File: config.mk
export PLATFORM = sky130hd
export DESIGN_NAME = alu_regfile_core_flat
export DESIGN_NICKNAME = d
export VERILOG_FILES = /design/src/rtl/alu_regfile_core_pkg.sv /design/src/rtl/alu_regfile_core_if.sv /design/src/rtl/alu_regfile_core_seq_divider.sv /design/src/rtl/alu_regfile_core.sv /design/src/flat_wrapper.sv
export SDC_FILE = /design/constraint.sdc
export NUM_CORES = 1
export LEC_CHECK = 0
export ABC_AREA = 1
export CAP_MARGIN = 40
export CORE_MARGIN = 5
export CORE_UTILIZATION = 50
export DETAILED_ROUTE_END_ITERATION = 10
export HOLD_SLACK_MARGIN = 0.08
export PLACE_DENSITY = 0.67
export SLEW_MARGIN = 20
export SYNTH_ARGS = -nofsm -noshare
export SYNTH_HDL_FRONTEND = slang
export SYNTH_HIERARCHICAL = 1
export SYNTH_SLANG_ARGS = --single-unit
File: constraint.sdc
create_clock -name clk -period 7.9 [get_ports clk]
set_clock_uncertainty 0.15 [all_clocks]
set_input_delay 1.185 -clock clk [delete_from_list [all_inputs] [get_ports clk]]
set_output_delay 1.185 -clock clk [all_outputs]
set_load 0.05 [all_outputs]
File: src/rtl/alu_regfile_core_pkg.sv
// alu_core_pkg: shared types for alu_regfile_core.
//   alu_op_e    - 4-bit opcode map
//   alu_state_e - control FSM states
//   FLD_*       - instruction field positions, in units of ADDR_W above the
//                 4-bit opcode-free base (dst is the lowest field)
package alu_core_pkg;

  typedef enum logic [3:0] {
    OP_LDI = 4'd0,  OP_EQ  = 4'd1,  OP_LTU = 4'd2,  OP_LEU = 4'd3,
    OP_OR  = 4'd4,  OP_LTS = 4'd5,  OP_LES = 4'd6,  OP_SHL = 4'd7,
    OP_AND = 4'd8,  OP_XOR = 4'd9,  OP_NOT = 4'd10, OP_ADD = 4'd11,
    OP_SUB = 4'd12, OP_MUL = 4'd13, OP_DIV = 4'd14, OP_MOD = 4'd15
  } alu_op_e;

  typedef enum logic [1:0] {
    IDLE = 2'd0,
    EXEC = 2'd1,
    DIV  = 2'd2
  } alu_state_e;

  localparam int OP_W     = 4;
  localparam int FLD_DST  = 0;
  localparam int FLD_SRC2 = 1;
  localparam int FLD_SRC1 = 2;
  localparam int FLD_OP   = 3;

  function automatic logic is_div_op(input alu_op_e op);
    return (op == OP_DIV) || (op == OP_MOD);
  endfunction

endpackage

File: src/rtl/alu_regfile_core_if.sv
// alu_regfile_core_if: instruction/result/debug bus of alu_regfile_core.
//   master - sequencer side (drives instr_valid/instr/dbg_addr)
//   slave  - core side (drives instr_ready, result_*, illegal, div_zero, dbg_data)
interface alu_regfile_core_if #(
  parameter int DATA_W = 8,
  parameter int ADDR_W = 4
);
  logic                  instr_valid;
  logic                  instr_ready;
  logic [4+3*ADDR_W-1:0] instr;
  logic                  result_valid;
  logic [ADDR_W-1:0]     result_addr;
  logic [DATA_W-1:0]     result_data;
  logic                  illegal;
  logic                  div_zero;
  logic [ADDR_W-1:0]     dbg_addr;
  logic [DATA_W-1:0]     dbg_data;

  modport master (
    output instr_valid, instr, dbg_addr,
    input  instr_ready, result_valid, result_addr, result_data,
           illegal, div_zero, dbg_data
  );

  modport slave (
    input  instr_valid, instr, dbg_addr,
    output instr_ready, result_valid, result_addr, result_data,
           illegal, div_zero, dbg_data
  );
endinterface

File: src/rtl/alu_regfile_core_seq_divider.sv
// seq_divider: restoring unsigned divider, one quotient bit per clock.
//   start            - load dividend/divisor, begin DATA_W steps
//   done             - high during the cycle whose edge performs the last step
//   quotient/remainder - combinational result of the step taken at the next
//                      edge; final values when done is high
//   dz               - divisor of the current operation was zero
// Divide by zero falls out of the algorithm: every trial subtract succeeds,
// so the quotient is all ones and the remainder ends up equal to the dividend.
module seq_divider #(
  parameter int DATA_W = 8
) (
  input  logic              clk,
  input  logic              rst,
  input  logic              start,
  input  logic [DATA_W-1:0] dividend,
  input  logic [DATA_W-1:0] divisor,
  output logic              done,
  output logic [DATA_W-1:0] quotient,
  output logic [DATA_W-1:0] remainder,
  output logic              dz
);
  localparam int CW = $clog2(DATA_W + 1);

  logic [DATA_W-1:0] rem_q, quo_q, dvs_q;
  logic [CW-1:0]     cnt_q;
  logic [DATA_W:0]   shl, trial;

  // Dividend bits shift out of quo_q into the partial remainder MSB-first.
  assign shl       = {rem_q, quo_q[DATA_W-1]};
  assign trial     = shl - {1'b0, dvs_q};
  assign remainder = trial[DATA_W] ? shl[DATA_W-1:0] : trial[DATA_W-1:0];
  assign quotient  = {quo_q[DATA_W-2:0], ~trial[DATA_W]};
  assign done      = (cnt_q == CW'(1));

  always_ff @(posedge clk or posedge rst) begin
    if (rst) begin
      rem_q <= '0;
      quo_q <= '0;
      dvs_q <= '0;
      cnt_q <= '0;
      dz    <= 1'b0;
    end else if (start) begin
      rem_q <= '0;
      quo_q <= dividend;
      dvs_q <= divisor;
      cnt_q <= CW'(DATA_W);
      dz    <= (divisor == '0);
    end else if (cnt_q != '0) begin
      rem_q <= remainder;
      quo_q <= quotient;
      cnt_q <= cnt_q - CW'(1);
    end
  end
endmodule

File: src/rtl/alu_regfile_core.sv
// alu_regfile_core: three-address ALU over a 2**ADDR_W x DATA_W register file.
//   clk, rst - rising-edge clock, async active-high reset
//   bus      - alu_regfile_core_if.slave: instr valid/ready, result strobe,
//              illegal / div_zero pulses, combinational debug read port
// Build option: define ALU_DIV_EN to build the iterative divider for ops
// 14/15 (DIV/MOD). Without it those ops pulse illegal and write nothing.
module alu_regfile_core
  import alu_core_pkg::*;
#(
  parameter int DATA_W = 8,
  parameter int ADDR_W = 4
) (
  input logic               clk,
  input logic               rst,
  alu_regfile_core_if.slave bus
);
  localparam int SHW   = $clog2(DATA_W);
  localparam int IMM_W = 2 * ADDR_W;
  localparam int IW    = OP_W + 3 * ADDR_W;

  alu_state_e        state, state_nxt;
  logic [IW-1:0]     ir;
  alu_op_e           op;
  logic [ADDR_W-1:0] a1, a2, ad;
  logic [DATA_W-1:0] mem [2**ADDR_W];
  logic [DATA_W-1:0] r1, r2, imm, alu_res, wr_data;
  logic              wr_en, ill, dz_wr;

  assign op = alu_op_e'(ir[FLD_OP*ADDR_W +: OP_W]);
  assign a1 = ir[FLD_SRC1*ADDR_W +: ADDR_W];
  assign a2 = ir[FLD_SRC2*ADDR_W +: ADDR_W];
  assign ad = ir[FLD_DST*ADDR_W +: ADDR_W];
  assign r1 = mem[a1];
  assign r2 = mem[a2];

  assign bus.instr_ready = (state == IDLE);
  assign bus.dbg_data    = mem[bus.dbg_addr];

  // LDI immediate {src1,src2}, zero-extended or truncated to DATA_W.
  if (DATA_W > IMM_W) begin : g_imm_ext
    assign imm = {{(DATA_W-IMM_W){1'b0}}, a1, a2};
  end else if (DATA_W == IMM_W) begin : g_imm_eq
    assign imm = {a1, a2};
  end else begin : g_imm_trunc
    logic [IMM_W-1:0] imm_full;
    assign imm_full = {a1, a2};
    assign imm      = imm_full[DATA_W-1:0];
  end

  always_comb begin
    alu_res = '0;
    case (op)
      OP_LDI: alu_res = imm;
      OP_EQ:  alu_res = {{(DATA_W-1){1'b0}}, r1 == r2};
      OP_LTU: alu_res = {{(DATA_W-1){1'b0}}, r1 <  r2};
      OP_LEU: alu_res = {{(DATA_W-1){1'b0}}, r1 <= r2};
      OP_OR:  alu_res = r1 | r2;
      OP_LTS: alu_res = {{(DATA_W-1){1'b0}}, $signed(r1) <  $signed(r2)};
      OP_LES: alu_res = {{(DATA_W-1){1'b0}}, $signed(r1) <= $signed(r2)};
      OP_SHL: alu_res = r1 << r2[SHW-1:0];
      OP_AND: alu_res = r1 & r2;
      OP_XOR: alu_res = r1 ^ r2;
      OP_NOT: alu_res = ~r1;
      OP_ADD: alu_res = r1 + r2;
      OP_SUB: alu_res = r1 - r2;
      OP_MUL: alu_res = r1 * r2;
      default: alu_res = '0;
    endcase
  end

`ifdef ALU_DIV_EN
  logic              div_start, div_done, div_dz;
  logic [DATA_W-1:0] div_q, div_r;

  seq_divider #(.DATA_W(DATA_W)) u_div (
    .clk      (clk),
    .rst      (rst),
    .start    (div_start),
    .dividend (r1),
    .divisor  (r2),
    .done     (div_done),
    .quotient (div_q),
    .remainder(div_r),
    .dz       (div_dz)
  );
`endif

  always_ff @(posedge clk or posedge rst) begin
    if (rst) state <= IDLE;
    else     state <= state_nxt;
  end

  always_comb begin
    state_nxt = state;
    wr_en     = 1'b0;
    wr_data   = alu_res;
    ill       = 1'b0;
    dz_wr     = 1'b0;
`ifdef ALU_DIV_EN
    div_start = 1'b0;
`endif
    case (state)
      IDLE: if (bus.instr_valid) state_nxt = EXEC;
      EXEC: begin
        state_nxt = IDLE;
        if (is_div_op(op)) begin
`ifdef ALU_DIV_EN
          div_start = 1'b1;
          state_nxt = DIV;
`else
          ill = 1'b1;
`endif
        end else begin
          wr_en = 1'b1;
        end
      end
      DIV: begin
`ifdef ALU_DIV_EN
        // Written on the edge of the last divider step, using its
        // combinational result rather than waiting an extra cycle.
        if (div_done) begin
          wr_en     = 1'b1;
          wr_data   = (op == OP_DIV) ? div_q : div_r;
          dz_wr     = div_dz;
          state_nxt = IDLE;
        end
`else
        state_nxt = IDLE;
`endif
      end
      default: state_nxt = IDLE;
    endcase
  end

  always_ff @(posedge clk or posedge rst) begin
    if (rst) ir <= '0;
    else if (bus.instr_valid && bus.instr_ready) ir <= bus.instr;
  end

  always_ff @(posedge clk or posedge rst) begin
    if (rst) begin
      for (int i = 0; i < 2**ADDR_W; i++) mem[i] <= '0;
    end else if (wr_en) begin
      mem[ad] <= wr_data;
    end
  end

  always_ff @(posedge clk or posedge rst) begin
    if (rst) begin
      bus.result_valid <= 1'b0;
      bus.result_addr  <= '0;
      bus.result_data  <= '0;
      bus.illegal      <= 1'b0;
      bus.div_zero     <= 1'b0;
    end else begin
      bus.result_valid <= wr_en;
      bus.illegal      <= ill;
      bus.div_zero     <= dz_wr;
      if (wr_en) begin
        bus.result_addr <= ad;
        bus.result_data <= wr_data;
      end
    end
  end
endmodule
File: src/flat_wrapper.sv
// flat-port wrapper written by rule: the top's interface ports become plain ports
module alu_regfile_core_flat import alu_core_pkg::*;
#(
  parameter int DATA_W = 8,
  parameter int ADDR_W = 4
)
  (clk, rst, bus_instr_valid, bus_instr, bus_dbg_addr, bus_instr_ready, bus_result_valid, bus_result_addr, bus_result_data, bus_illegal, bus_div_zero, bus_dbg_data);
  alu_regfile_core_if #(.DATA_W(DATA_W), .ADDR_W(ADDR_W)) bus_i ();
  input logic clk;
  input logic rst;
  input wire logic [$bits(bus_i.instr_valid)-1:0] bus_instr_valid;
  input wire logic [$bits(bus_i.instr)-1:0] bus_instr;
  input wire logic [$bits(bus_i.dbg_addr)-1:0] bus_dbg_addr;
  output wire logic [$bits(bus_i.instr_ready)-1:0] bus_instr_ready;
  output wire logic [$bits(bus_i.result_valid)-1:0] bus_result_valid;
  output wire logic [$bits(bus_i.result_addr)-1:0] bus_result_addr;
  output wire logic [$bits(bus_i.result_data)-1:0] bus_result_data;
  output wire logic [$bits(bus_i.illegal)-1:0] bus_illegal;
  output wire logic [$bits(bus_i.div_zero)-1:0] bus_div_zero;
  output wire logic [$bits(bus_i.dbg_data)-1:0] bus_dbg_data;
  assign bus_i.instr_valid = bus_instr_valid;
  assign bus_i.instr = bus_instr;
  assign bus_i.dbg_addr = bus_dbg_addr;
  assign bus_instr_ready = bus_i.instr_ready;
  assign bus_result_valid = bus_i.result_valid;
  assign bus_result_addr = bus_i.result_addr;
  assign bus_result_data = bus_i.result_data;
  assign bus_illegal = bus_i.illegal;
  assign bus_div_zero = bus_i.div_zero;
  assign bus_dbg_data = bus_i.dbg_data;
  alu_regfile_core #(.DATA_W(DATA_W), .ADDR_W(ADDR_W)) u_core (.clk(clk), .rst(rst), .bus(bus_i));
endmodule
==> metrics <==
status=finished clean; Crit-path slowest cell=dfrtp_1; Clock Latency Late Sink=about 0.43 ns; largest net degree at the start of global routing=89; core area=0.0244 mm²; Tot Pwr=0.00458 W; final WL=~43 mm; Die Ht=about 170 µm; Rows=57; TritonCTS clock tree=yes; peak supply drop=0.000188 V; Max Freq=~160 MHz; Hold Vio Cnt, Final=0; unrepaired setup endpoints after global routing=no; Seq pwr share=between 20% and 30%; DIE WIDTH=168 µm; largest cells by area after synthesis=dfrtp_1, nand2_1, nand3_1; Final setup viols=0; switching part of the total=a little under half; area grow syn2layout=9.62%; DRC Markers=0; clk slew on worst S/H paths=~0.070 ns; final critical-path required period=around 6.2 ns; Synth top area share=between 30% and 40%; Hold Path Class=register to register; Synth Cell Area=about 0.012 mm²; DR WL/cell=19.6 µm; synth warn=6; H-tree levels=4; n_diodes=0; Critical Path Sink Type=register; port buffer count=45; clock power share=approximately a fifth; first-pass GRT wire length=~67 mm; Max clock buf depth=2; CP most frequent cell=nand2_1; leakage=6.65 nW; worst-path fanout max=17; ANT nets after route=0; Net Switching=0.00220 W; startpoint class of the critical path=register; PwrDens=between 300 and 400 mW/mm²; clk root buf=clkbuf_16; initial DRC count=around 1500; # Max-Cap Violations=0; Cell Int Power=~0.0024 W; post-synthesis register bit count=around 160; Initial Utilization=between 50% and 60%; die area=~0.028 mm²; IO Pins=47; register area share after synthesis=a little under a third; TritonRoute pass-1 iters=8; detailed-route vias per instance=5.86; clk sinks=roughly 160; hpwl dp=slightly below 30 mm; layout cells sized above 1=7.39%; critical path type=register to register; post-cts repair resize count=0; r2r setup slk=about 1.7 ns; TritonCTS buffer count=17; Comb power frac=between 50% and 60%; GRT Overall Usage=between 20% and 30%; Post-CTS Setup Repair Bufs=0; asr flop ratio synth=100%; fin crit share=between 70% and 80%; number of global-route vias before repair=between 10000 and 15000; Yosys top cell by area=dfrtp_1; cts hold-fix bufs=0; Crit path largest cell delay=around 0.73 ns; Syn Nets=a little under 2000; critical path arrival=between 6 and 7 ns; required time worst endpoint=8.11 ns; Synth cell types=54; GRT Residual Overflow=0; Avg Inst Size Synth=between 6 and 7 µm²; Pins Over Slew Limit=0; worst slew pin tran=around 0.9 ns; RePlAce Congestion=between 0.9 and 1; number of synthesized flops with an enable pin=0; fin nets=about 1900; Most used DFF post-synth=dfrtp_1; vias post-DR=12800; setup_tns=0 ns; initial antenna violation count=0; Cells after Synth=about 1900; slew margin rel.=39.7%
## power by group through the flow
stage | clock, W | combinational [W] | sequential, W
after detailed placement | 0 | 0.00234 | 0.00129
final | 0.000905 | 0.00239 | 0.00128
after CTS | 0.000914 | 0.00235 | 0.00128
after global routing | 0.000945 | 0.00265 | 0.00131
after global placement | 0 | 0.00228 | 0.00128
after floorplan | 0 | 0.00171 | 0.00130
## routing by layer
metal / up-vias / routed length [µm] / track usage [%]
met4: 0 / 1950 / 14.1
met5: - / 0 / 0
met3: 123 / 4150 / 5.11
met1: 5938 / 17700 / 41.2
li1: 6000 / - / -
met2: 696 / 19000 / 46.2
## worst paths after layout
kind	startpoint	end	cells after the start
worst min-delay path	u_core/bus.result_data[0]	u_core/bus.result_data[0]	2
worst max register to register	u_core/ir[11]	u_core/mem[79]	30
max in group asynchronous	rst	u_core/ir[8]	4
min in group asynchronous	rst	u_core/bus.result_data[0]	2
worst min register to register	u_core/bus.result_data[0]	u_core/bus.result_data[0]	2
worst max-delay path	u_core/ir[11]	u_core/mem[79]	30
## synthesized netlist by cell type, types with 27 or more instances
cell type and number:
nand3_1 200, nor2_1 74, clkbuf_1 34, buf_2 39, nand2_2 27, inv_1 233, o211ai_1 39, ha_1 41
o21ai_0 184, a21oi_1 92, nand2_1 534, dfrtp_1 159, o21ai_1 45
## cell usage in the layout, fill, tap and decap left out, types with 4 or more instances in the layout
cell type	Yosys	routed
nand3_1	200	200
fa_1	14	14
nor2_1	74	69
inv_1	233	232
nand2_4	5	5
a21oi_1	92	92
clkdlybuf4s50_1	0	43
inv_6	1	5
ha_1	41	41
nand3_2	6	6
dfrtp_1	159	157
o221ai_1	17	17
clkbuf_16	0	17
nor2_2	0	5
nand2_1	534	534
inv_2	11	11
o22ai_1	6	6
o21ai_1	45	45
o211ai_1	39	39
buf_6	17	5
xor2_1	5	5
buf_4	14	25
bufinv_16	0	4
a31oi_1	5	5
nor4_1	4	4
nand2_2	27	27
o21ai_0	184	184
## area by class of cell
cell class | instances | area, µm²
inverter | 249 | 947
timing repair buffer | 79 | 797
clock inverter | 14 | 208
sequential | 159 | 3980
tap | 324 | 405
fill | 2372 | 10700
clock buffer | 17 | 425
multi-input combinational | 1335 | 6890
## through the flow
step	setup slack, ns	hold slack, ns	cell area, µm²	instances	utilization, %
floorplan	2.27	0.315	12500	1850	-
global placement	1.78	0.318	12800	2134	52.6
CTS	1.73	0.339	13600	2172	55.6
detailed placement	1.79	0.320	12900	2141	53.0
global route	1.34	0.361	13700	2177	56.0
finish	1.71	0.334	13700	2177	56.0
## critical path, delay by kind of cell, from the launching register on
| family | cells | cell delay (ns) |
|---|---|---|
| AOI/OAI and AO/OA | 1 | 0.06 |
| adders and majority gates | 5 | 2.08 |
| buffers and inverters | 7 | 1.01 |
| DFF | 1 | 0.73 |
| and+or+nand+nor | 17 | 2.07 |
## cells by family after synthesis
| kind of cell | after synthesis | share of synthesized area, % |
|---|---|---|
| and+or+nand+nor | 862 | 29.7 |
| AOI/OAI and AO/OA | 409 | 18.5 |
| buffers and inverters | 356 | 12.9 |
| DFF | 159 | 32.0 |
| adders and majority gates | 55 | 6.37 |
| xor gates and xnor gates | 7 | 0.492 |
| other | 1 | 0.0301 |
| muxes | 1 | 0.0804 |
## sequential cells by signal, summed over array words and instances, names as in the netlist
name / flops
u_core/bus.illegal: 1
u_core/state: 1
u_core/bus.result_addr: 4
u_core/ir: 16
u_core/bus.result_data: 8
u_core/bus.result_valid: 1
u_core/mem: 128
(Power assumes the default switching activity.)
